--- config.mk ---
export PLATFORM = sky130hd
export DESIGN_NAME = frb_burst_sequencer
export DESIGN_NICKNAME = d
export VERILOG_FILES = /design/src/rtl/frb_burst_sequencer.sv
export SDC_FILE = /design/constraint.sdc
export NUM_CORES = 1
export LEC_CHECK = 0
export BUFFER_PORTS_ARGS = -buffer_cell sky130_fd_sc_hd__buf_2
export CORE_MARGIN = 4
export CORE_UTILIZATION = 40
export DETAILED_ROUTE_END_ITERATION = 7
export GPL_ROUTABILITY_DRIVEN = 0
export PLACE_DENSITY = 0.69
export SKIP_LAST_GASP = 1
export SLEW_MARGIN = 0
export SYNTH_ARGS = -nofsm -noshare
export SYNTH_HDL_FRONTEND = slang
export SYNTH_SLANG_ARGS = --single-unit
--- constraint.sdc ---
create_clock -name clk -period 4.5 [get_ports clk]
set_input_delay 0.45 -clock clk [delete_from_list [all_inputs] [get_ports clk]]
set_output_delay 0.45 -clock clk [all_outputs]
set_load 0.05 [all_outputs]
--- src/rtl/frb_burst_sequencer.sv ---
// Burst sequencer for the synthetic-FRB address counter: plays N address sweeps
// separated by a programmable idle gap, with abort and drain handling.
module frb_burst_sequencer #(
  parameter int BURST_W = 16,
  parameter int GAP_W   = 32
) (
  input  logic               clk,
  input  logic               rst,
  input  logic               start,
  input  logic               abort,
  input  logic [BURST_W-1:0] n_bursts,
  input  logic [GAP_W-1:0]   gap_cycles,
  input  logic [31:0]        decimate_cfg,
  input  logic               cnt_finish,
  output logic               cnt_en,
  output logic [31:0]        cnt_decimate,
  output logic               busy,
  output logic               burst_start,
  output logic [BURST_W-1:0] burst_idx,
  output logic               done,
  output logic               aborted
);

  typedef enum logic [1:0] {IDLE, RUN, DRAIN, GAP} state_t;

  state_t             state_q, state_d;
  logic [BURST_W-1:0] n_bursts_q, n_bursts_d;
  logic [GAP_W-1:0]   gap_cfg_q, gap_cfg_d;
  logic [GAP_W-1:0]   gap_cnt_q, gap_cnt_d;
  logic [31:0]        dec_q, dec_d;
  logic [BURST_W-1:0] idx_q, idx_d;
  logic               abort_flag_q, abort_flag_d;
  logic               drain_cnt_q, drain_cnt_d;
  logic               en_q, en_d;
  logic               busy_q, busy_d;
  logic               burst_start_q, burst_start_d;
  logic               done_q, done_d;
  logic               aborted_q, aborted_d;
  logic               drain_abort;

  // An abort arriving in the final drain cycle still ends the sequence.
  assign drain_abort = abort_flag_q | abort;

  always_ff @(posedge clk or posedge rst) begin
    if (rst) begin
      state_q       <= IDLE;
      n_bursts_q    <= '0;
      gap_cfg_q     <= '0;
      gap_cnt_q     <= '0;
      dec_q         <= '0;
      idx_q         <= '0;
      abort_flag_q  <= 1'b0;
      drain_cnt_q   <= 1'b0;
      en_q          <= 1'b0;
      busy_q        <= 1'b0;
      burst_start_q <= 1'b0;
      done_q        <= 1'b0;
      aborted_q     <= 1'b0;
    end else begin
      state_q       <= state_d;
      n_bursts_q    <= n_bursts_d;
      gap_cfg_q     <= gap_cfg_d;
      gap_cnt_q     <= gap_cnt_d;
      dec_q         <= dec_d;
      idx_q         <= idx_d;
      abort_flag_q  <= abort_flag_d;
      drain_cnt_q   <= drain_cnt_d;
      en_q          <= en_d;
      busy_q        <= busy_d;
      burst_start_q <= burst_start_d;
      done_q        <= done_d;
      aborted_q     <= aborted_d;
    end
  end

  always_comb begin
    state_d = state_q;
    case (state_q)
      IDLE:  if (start && !abort) state_d = RUN;
      RUN:   if (abort || cnt_finish) state_d = DRAIN;
      DRAIN: begin
        // Hold at least two cycles and until the counter has dropped finish.
        if (drain_cnt_q && !cnt_finish) begin
          if (drain_abort)                                  state_d = IDLE;
          else if ((n_bursts_q != '0) && (idx_q == n_bursts_q)) state_d = IDLE;
          else if (gap_cfg_q == '0)                         state_d = RUN;
          else                                              state_d = GAP;
        end
      end
      GAP: begin
        if (abort)                          state_d = DRAIN;
        else if (gap_cnt_q <= GAP_W'(1))    state_d = RUN;
      end
      default: state_d = IDLE;
    endcase
  end

  always_comb begin
    n_bursts_d    = n_bursts_q;
    gap_cfg_d     = gap_cfg_q;
    gap_cnt_d     = gap_cnt_q;
    dec_d         = dec_q;
    idx_d         = idx_q;
    abort_flag_d  = abort_flag_q;
    drain_cnt_d   = drain_cnt_q;
    en_d          = (state_d == RUN);
    busy_d        = (state_d != IDLE);
    burst_start_d = (state_d == RUN) && (state_q != RUN);
    done_d        = 1'b0;
    aborted_d     = 1'b0;
    case (state_q)
      IDLE: begin
        if (state_d == RUN) begin
          n_bursts_d   = n_bursts;
          gap_cfg_d    = gap_cycles;
          dec_d        = decimate_cfg;
          idx_d        = '0;
          abort_flag_d = 1'b0;
        end
      end
      RUN: begin
        if (cnt_finish) idx_d = idx_q + BURST_W'(1);
        if (state_d == DRAIN) begin
          drain_cnt_d  = 1'b0;
          abort_flag_d = abort;
        end
      end
      DRAIN: begin
        drain_cnt_d = 1'b1;
        if (abort) abort_flag_d = 1'b1;
        if (state_d == GAP) gap_cnt_d = gap_cfg_q;
        if (state_d == IDLE) begin
          done_d    = !drain_abort;
          aborted_d = drain_abort;
        end
      end
      GAP: begin
        gap_cnt_d = gap_cnt_q - GAP_W'(1);
        if (state_d == DRAIN) begin
          drain_cnt_d  = 1'b0;
          abort_flag_d = 1'b1;
        end
      end
      default: ;
    endcase
  end

  assign cnt_en       = en_q;
  assign cnt_decimate = dec_q;
  assign busy         = busy_q;
  assign burst_start  = burst_start_q;
  assign burst_idx    = idx_q;
  assign done         = done_q;
  assign aborted      = aborted_q;

endmodule

==> results of run 1 <==
## stage by stage
step / utilization / cells / instance area, sq um / setup slack, ns
3_3_place_gp: 0.461 / 861 / 7300 / 1.52
2_1_floorplan: - / 526 / 6420 / 0.382
4_1_cts: 0.498 / 893 / 7880 / 1.44
5_1_grt: 0.498 / 893 / 7880 / 1.28
3_5_place_dp: 0.461 / 861 / 7300 / 1.44
6_report: 0.498 / 893 / 7880 / 1.44
## layout make-up
type | instances | area [sq um] | area share
repair buffers | 143 | 731 | 0.0927
inverters | 12 | 47.5 | 0.00603
flip-flops and latches | 137 | 3430 | 0.435
clock inverters | 14 | 151 | 0.0192
well taps | 216 | 270 | 0.0343
clock buffers | 18 | 429 | 0.0545
multi-input cells | 353 | 2820 | 0.358
## worst register-to-register path: cells and delay by family, from the launching register on
kind,cells,cell delay [ns]
simple gates,3,1.19
compound gates,2,0.91
mux,1,0.43
flops,1,0.41
## sequential cells by signal (all words and copies together) (netlist names)
name	flops
burst_start	1
gap_cfg_q	32
n_bursts_q	16
gap_cnt_q	32
cnt_decimate	32
aborted	1
drain_cnt_q	1
busy	1
state_q	2
burst_idx	16
done	1
abort_flag_q	1
cnt_en	1
## logic make-up (layout without fill, tap and decap cells)
group,Yosys count,count (layout)
muxes,97,97
and+or+nand+nor,146,146
xor gates and xnor gates,47,47
adders and majority gates,3,3
buffers and inverters,36,187
DFF,137,137
AOI/OAI and AO/OA,60,60
## worst max-delay path by stage
stage                 start            end  slack (ns)  depth (start not counted)
2_1_floorplan           rst   abort_flag_q        0.38                          1
5_1_grt        gap_cnt_q[4]  gap_cnt_q[13]        1.28                          6
3_3_place_gp   gap_cnt_q[4]  gap_cnt_q[13]        1.52                          6
3_5_place_dp   gap_cnt_q[4]  gap_cnt_q[13]        1.44                          6
6_report       gap_cnt_q[4]  gap_cnt_q[13]        1.44                          6
4_1_cts        gap_cnt_q[4]  gap_cnt_q[13]        1.44                          6
## per-layer routing
metal,vias up,GRT usage,wire (um),share of wire
li1,2176,-,-,-
met1,2336,0.213,6340,0.42
met2,137,0.288,7560,0.50
met3,24,0.0585,864,0.058
met4,2,0.0577,225,0.015
met5,-,0,19,0.0013
## power groups by stage
stage | clock, mW | sequential, mW | combinational, mW
final | 1.38 | 2.27 | 1.99
after global placement | 0 | 2.25 | 1.95
after detailed placement | 0 | 2.28 | 2.01
after CTS | 1.40 | 2.27 | 2.01
after floorplan | 0 | 2.74 | 1.03
after global routing | 1.46 | 2.36 | 2.15
## placed cells by master, fill, tap and decap left out, types with 4 or more instances in the layout
master,netlist,routed
buf_2,9,137
clkinvlp_4,0,5
nand2_1,25,25
and3_1,4,4
nand4_1,6,6
mux2_2,78,78
o21ai_1,7,7
o21ai_0,15,15
inv_1,11,10
or3_1,6,6
nor2_1,32,32
nand2b_1,6,6
mux2i_1,5,5
clkinv_4,0,4
nor3_1,8,8
a21oi_1,13,13
nand3_1,9,9
mux2_1,4,4
xor2_1,32,32
mux2_4,10,10
dfrtp_1,137,137
xnor2_1,15,15
nor4_1,22,22
buf_4,1,6
clkbuf_16,0,17
==> flow_summary.json, run 1 <==
{
  "vias_per_cell": 5.24,
  "p_clk_frac": 0.244,
  "synthSimpleGateAreaFrac": 0.131,
  "p_leak_nw": 3.58,
  "drive_above_1_share": 0.417,
  "cts-htree-levels": 4,
  "hold_buffers": 0,
  "internal-power_mw": 3.40,
  "cts_resized": 0,
  "cp_data_arrival_time_ns": 3.36,
  "nets": 752,
  "max_slew_margin": 0.391,
  "tightest_slew_ns": 0.911,
  "fin_skew_ns": 0.00716,
  "start_util": 0.405,
  "start_kind": "flip-flop",
  "finalPower_mw": 5.64,
  "clk_latency_ns": 0.42,
  "ys_seq_area_frac": 0.534,
  "dr.pass1.iters": 6,
  "cpPeakStageDelay_ns": 0.78,
  "synth_edf_count": 0,
  "grt_max_degree": 61,
  "postSynthCellCount": 526,
  "path_cells": "or4_1 -> nor4_2 -> and2_1 -> a31oi_4 -> o21ai_4 -> mux2_2",
  "ant_nets": 0,
  "syn-num-nets": 614,
  "clock.fmax_mhz": 327,
  "die_area_sq_um": 18100,
  "dieWidth_um": 135,
  "status": "finished clean",
  "diodes": 0,
  "r2r_setup_slack_ns": 1.44,
  "synth_compound_area_frac": 0.0626,
  "drt_wl_total_mm": 15.0,
  "maxSlewViolCount": 0,
  "p_seq_frac": 0.403,
  "cpLargestDelayFamily": "simple AND/OR/NAND/NOR gates",
  "worstRegToRegCells": 6,
  "yosysWarnings": 0,
  "synth_area_leaders": "dfrtp_1, mux2_2, xor2_1, mux2_4, nor4_1",
  "setup_viol": 0,
  "die_h_um": 135,
  "worst-path-max-fanout": 22,
  "grt_pass1_wl_mm": 24.8,
  "drv_cap": 0,
  "hold_class": "input pin to asynchronous set/reset pin",
  "switching_share": 0.396,
  "critPathRequiredTime_ns": 4.80,
  "via_count": 4675,
  "r2r_end": "gap_cnt_q[13]",
  "path_class": "flip-flop to flip-flop",
  "setup_tns_ns": 0,
  "grt_pass1_vias": 4953,
  "synth_xor_area_frac": 0.0642,
  "syn_area_per_cell_sq_um": 12.2,
  "synth_top_area_frac": 0.534,
  "r2r-start": "gap_cnt_q[4]",
  "grt_use_total": 0.173,
  "netlist_area_sq_um": 6420,
  "synthToLayoutAreaGrowth_pct": 22.8,
  "vdd_ir_drop_max_uv": 508,
  "drc_errors": 0,
  "end_kind": "flip-flop",
  "synth_top_flop_cell": "dfrtp_1",
  "synth_cell_types": 62,
  "core.rowCount": 46,
  "cts_buffer_depth": 2,
  "ios": 138,
  "coreArea_sq_um": 15800,
  "synthMuxAreaShare": 0.175,
  "hold_violations": 0,
  "fill_cells": 1417,
  "dp_hpwl_mm": 10.7,
  "async_reset_ff_frac": 1.00,
  "fin_crit_ns": 3.06,
  "cts.sinks": 137,
  "post-synth-top-count-cell": "dfrtp_1",
  "clk_pin_slew_ns": 0.06,
  "numCtsBuffers": 17,
  "drt_iter0_markers": 275,
  "drt-wirelength-per-cell_um": 16.8,
  "cts_tree": "done",
  "synth_top_family_by_area": "multiplexers",
  "overflow": 0,
  "synth_common_cells": "dfrtp_1, mux2_2, nor2_1, xor2_1, nand2_1",
  "synthAdderAreaFrac": 0.00585,
  "period_share": 0.679,
  "synth_seq_cells": 137,
  "whs_ns": 0.175,
  "grt_setup_unrepaired": "false",
  "cts_setup_buffers": 0,
  "antenna_found_initial": 1,
  "cp_slowest_cell": "o21ai_4",
  "p_sw_mw": 2.23,
  "synth_top_cell_by_area": "dfrtp_1",
  "cts_root_buffer": "clkbuf_16",
  "power_density_nw_per_um2": 716,
  "p_comb_frac": 0.353,
  "placement.io_buffers": 137,
  "cp_num_buf_inv": 0
}
Note: power is estimated with default switching activity, not from simulation.
==> run 2: changes to the inputs <==
==> constraint.sdc (replaced) <==
create_clock -name clk -period 2.95 [get_ports clk]
set_input_delay 0.295 -clock clk [delete_from_list [all_inputs] [get_ports clk]]
set_output_delay 0.295 -clock clk [all_outputs]
set_load 0.05 [all_outputs]
==> flow_summary.json, run 2 (same netlist as run 1, synthesis figures left out) <==
{
  "placement.io_buffers": 137,
  "start_kind": "flip-flop",
  "tightest_slew_ns": 0.771,
  "diodes": 0,
  "ios": 138,
  "drt_iter0_markers": 258,
  "power_density_nw_per_um2": 1100,
  "status": "finished clean",
  "drt_wl_total_mm": 14.9,
  "cts_tree": "done",
  "p_seq_frac": 0.391,
  "path_cells": "or4_4 -> nor4b_4 -> and2_4 -> a31oi_4 -> o21ai_4 -> buf_4 -> mux2_2",
  "cts_root_buffer": "clkbuf_16",
  "finalPower_mw": 8.80,
  "clk_pin_slew_ns": 0.06,
  "cp_slowest_cell": "or4_4",
  "vdd_ir_drop_max_uv": 654,
  "die_h_um": 135,
  "fin_crit_ns": 2.61,
  "critPathRequiredTime_ns": 3.25,
  "p_leak_nw": 3.65,
  "period_share": 0.883,
  "layout_common_cells": "dfrtp_1, buf_2, mux2_2",
  "p_sw_mw": 3.45,
  "maxSlewViolCount": 0,
  "path_class": "flip-flop to flip-flop",
  "numCtsBuffers": 17,
  "p_comb_frac": 0.354,
  "dp_hpwl_mm": 10.8,
  "cts.sinks": 137,
  "grt_max_degree": 138,
  "clock.fmax_mhz": 384,
  "nets": 760,
  "drive_above_1_share": 0.425,
  "fill_cells": 1409,
  "overflow": 0,
  "grt_setup_unrepaired": "false",
  "dieWidth_um": 135,
  "internal-power_mw": 5.35,
  "die_area_sq_um": 18100,
  "hold_class": "input pin to asynchronous set/reset pin",
  "grt_use_total": 0.173,
  "setup_tns_ns": 0,
  "synthToLayoutAreaGrowth_pct": 24.6,
  "core.rowCount": 46,
  "dr.pass1.iters": 4,
  "antenna_found_initial": 1,
  "grt_pass1_vias": 4986,
  "drt-wirelength-per-cell_um": 16.5,
  "grt_pass1_wl_mm": 25.0,
  "coreArea_sq_um": 15800,
  "cts_buffer_depth": 2,
  "hold_violations": 0,
  "whs_ns": 0.0327,
  "cts_setup_buffers": 0,
  "max_slew_margin": 0.486,
  "drv_cap": 0,
  "fin_skew_ns": 0.00777,
  "setup_viol": 0,
  "fin_area_sq_um": 8000,
  "worst-path-max-fanout": 13,
  "clk_latency_ns": 0.42,
  "p_clk_frac": 0.255,
  "via_count": 4627,
  "cts_resized": 0,
  "cp_num_buf_inv": 1,
  "hold_buffers": 0,
  "vias_per_cell": 5.14,
  "end_kind": "flip-flop",
  "ant_nets": 0,
  "start_util": 0.405,
  "cts-htree-levels": 4,
  "cp_data_arrival_time_ns": 2.91,
  "switching_share": 0.392,
  "dpl_cell_area_sq_um": 7370,
  "cpPeakStageDelay_ns": 0.63,
  "cpLargestDelayFamily": "simple AND/OR/NAND/NOR gates",
  "drc_errors": 0
}
[run 2: cell types whose count changed in the layout (fill, tap and decap cells not counted), sizes merged]
cell and change:
inv +5, clkinv -3, clkinvlp -3, bufinv +1, buf +8
[run 2: per-layer routing]
layer / track usage / share of wire / up-vias
met2: 0.292 / 0.50 / 133
met3: 0.0477 / 0.058 / 28
met1: 0.209 / 0.42 / 2279
li1: - / - / 2185
met5: 0 / 0.00087 / -
met4: 0.0741 / 0.023 / 2
[run 2: worst paths after layout]
path,start,endpoint,depth (start not counted),slack (ns)
min in group clk,gap_cycles[19],gap_cfg_q[19],3,0.07
worst min register to register,cnt_decimate[7],cnt_decimate[7],1,0.50
max in group asynchronous,rst,gap_cnt_q[29],3,2.30
worst max-delay path,gap_cnt_q[17],gap_cnt_q[13],7,0.34
worst max register to register,gap_cnt_q[17],gap_cnt_q[13],7,0.34
worst min-delay path,rst,gap_cfg_q[17],3,0.03
[run 2: power groups by stage]
stage | logic, mW | registers (mW) | clock network, mW
detailed placement | 3.14 | 3.46 | 0
CTS | 3.16 | 3.44 | 2.29
floorplan | 1.57 | 4.18 | 0
global placement | 3.05 | 3.40 | 0
finish | 3.12 | 3.44 | 2.24
global route | 3.36 | 3.57 | 2.38
[run 2: layout make-up]
cell class / instances / area, sq um / share of cell area
Tap cell: 216 / 270 / 0.0338
Sequential cell: 137 / 3430 / 0.429
Multi-Input combinational cell: 353 / 2820 / 0.353
Clock buffer: 18 / 439 / 0.0549
Timing Repair Buffer: 151 / 803 / 0.100
Clock inverter: 14 / 185 / 0.0232
Inverter: 12 / 48.8 / 0.00610
[run 2: through the flow]
step                      setup slack, ns  cells   util
after floorplan                     0.584    526      -
after global placement              0.446    869  0.466
after detailed placement            0.379    869  0.466
after CTS                           0.368    901  0.505
after global routing                0.259    901  0.505
final                               0.344    901  0.505
[run 2: tightest hold or removal path, stage by stage]
cell and delay [ns]:
buf_2 0.11, clkinvlp_4 0.07, buf_12 0.46
==> run 3: changes to the inputs <==
--- a/config.mk
+++ b/config.mk
@@ -6,6 +6,7 @@
 export NUM_CORES = 1
 export LEC_CHECK = 0
 export BUFFER_PORTS_ARGS = -buffer_cell sky130_fd_sc_hd__buf_2
+export CORE_ASPECT_RATIO = 2
 export CORE_MARGIN = 4
 export CORE_UTILIZATION = 40
 export DETAILED_ROUTE_END_ITERATION = 7
==> flow_summary.json, run 3 (same netlist as run 1, synthesis figures left out) <==
{
  "status": "finished clean",
  "p_leak_nw": 3.67,
  "grt_pass1_vias": 5067,
  "cts-htree-levels": 4,
  "placement.io_buffers": 137,
  "cpPeakStageDelay_ns": 0.65,
  "tightest_slew_ns": 1.03,
  "ios": 138,
  "cts.sinks": 137,
  "start_kind": "flip-flop",
  "synthToLayoutAreaGrowth_pct": 25.1,
  "dieWidth_um": 97.6,
  "dr.pass1.iters": 4,
  "drv_cap": 0,
  "via_count": 4642,
  "setup_tns_ns": 0,
  "hold_class": "input pin to asynchronous set/reset pin",
  "fill_cells": 1395,
  "diodes": 0,
  "grt_pass1_wl_mm": 25.6,
  "vias_per_cell": 5.25,
  "power_density_nw_per_um2": 1110,
  "cts_setup_buffers": 0,
  "r2r-start": "gap_cnt_q[8]",
  "finalPower_mw": 8.91,
  "clk_pin_slew_ns": 0.06,
  "cts_resized": 0,
  "core.rowCount": 65,
  "worstRegToRegCells": 7,
  "setup_viol": 0,
  "drt-wirelength-per-cell_um": 17.4,
  "antenna_found_initial": 0,
  "cp_data_arrival_time_ns": 3.00,
  "cts_tree": "done",
  "fin_crit_ns": 2.70,
  "dp.cells": 853,
  "fin_util": 0.509,
  "overflow": 0,
  "grt_use_total": 0.176,
  "grt_max_degree": 72,
  "path_class": "flip-flop to flip-flop",
  "start_util": 0.407,
  "worst-path-max-fanout": 19,
  "r2r_end": "gap_cnt_q[13]",
  "max_slew_margin": 0.314,
  "drt_iter0_markers": 167,
  "whs_ns": 0.0934,
  "cp_slowest_cell": "or4_1",
  "numCtsBuffers": 17,
  "critical_path.endpoint": "gap_cnt_q[13]",
  "end_kind": "flip-flop",
  "clk_latency_ns": 0.42,
  "dp_hpwl_mm": 11.7,
  "cts_buffer_depth": 2,
  "period_share": 0.916,
  "die_area_sq_um": 18300,
  "stdcell_count": 885,
  "path_cells": "or4_1 -> nor3_1 -> and2_4 -> a31oi_4 -> o21ai_4 -> buf_12 -> mux2_2",
  "nets": 759,
  "critPathRequiredTime_ns": 3.25,
  "clock.fmax_mhz": 370,
  "ant_nets": 0,
  "drive_above_1_share": 0.423,
  "grt_setup_unrepaired": "false",
  "drt_wl_total_mm": 15.4,
  "drc_errors": 0,
  "fin_skew_ns": 0.0106,
  "layout_common_cells": "dfrtp_1, buf_2, mux2_2",
  "r2r_setup_slack_ns": 0.25,
  "hold_violations": 0,
  "maxSlewViolCount": 0,
  "die_h_um": 187,
  "vdd_ir_drop_max_uv": 757,
  "cts_root_buffer": "clkbuf_16",
  "coreArea_sq_um": 15800,
  "crit_start": "gap_cnt_q[8]",
  "hold_buffers": 0
}
run 3: changes by cell type in the layout (fill, tap and decap cells not counted), sizes merged:
| cell | previous run | this run |
|---|---|---|
| clkbuf | 18 | 20 |
| inv | 18 | 16 |
| buf | 151 | 150 |
| bufinv | 3 | 4 |
| clkinv | 3 | 2 |
run 3: layer usage:
metal	part of all wire	GRT usage	vias to the layer above
met1	0.36	0.183	2292
met4	0.026	0.0811	0
met5	0	0	-
li1	-	-	2183
met2	0.55	0.319	142
met3	0.058	0.0526	25
run 3: stage by stage:
stage | cell area (sq um) | setup WS (ns)
finish | 8030 | 0.247
global route | 8030 | 0.111
CTS | 8030 | 0.249
detailed placement | 7380 | 0.260
global placement | 7380 | 0.356
floorplan | 6420 | 0.584
run 3: how the worst min path moves through the flow:
stage                       endpoint  slack, ns  cells after the start
floorplan              gap_cfg_q[19]       0.41                      2
global route         cnt_decimate[6]       0.09                      2
global placement     cnt_decimate[7]       0.49                      1
finish              cnt_decimate[15]       0.09                      2
CTS                    gap_cfg_q[24]       0.07                      3
detailed placement  cnt_decimate[27]       0.49                      1
run 3: power by group:
| part | internal, mW | switching (mW) | total (mW) | leakage [nW] |
|---|---|---|---|---|
| registers | 2.72 | 0.730 | 3.45 | 1.67 |
| logic | 1.27 | 1.88 | 3.15 | 1.69 |
| clock network | 1.47 | 0.832 | 2.31 | 0.312 |
run 3: final cells by class:
| class | count | area, sq um | share of cell area |
|---|---|---|---|
| multi-input cells | 353 | 2820 | 0.352 |
| clock inverters | 12 | 185 | 0.0231 |
| well taps | 201 | 251 | 0.0313 |
| clock buffers | 20 | 457 | 0.0569 |
| inverters | 12 | 48.8 | 0.00608 |
| repair buffers | 150 | 833 | 0.104 |
| flip-flops and latches | 137 | 3430 | 0.427 |
run 3: worst max-delay path: cells and delay by family (launching register included):
| family | cells | cell delay [ns] |
|---|---|---|
| buf+inv | 1 | 0.23 |
| simple gates | 3 | 1.19 |
| flops | 1 | 0.40 |
| compound gates | 2 | 0.39 |
| mux | 1 | 0.36 |
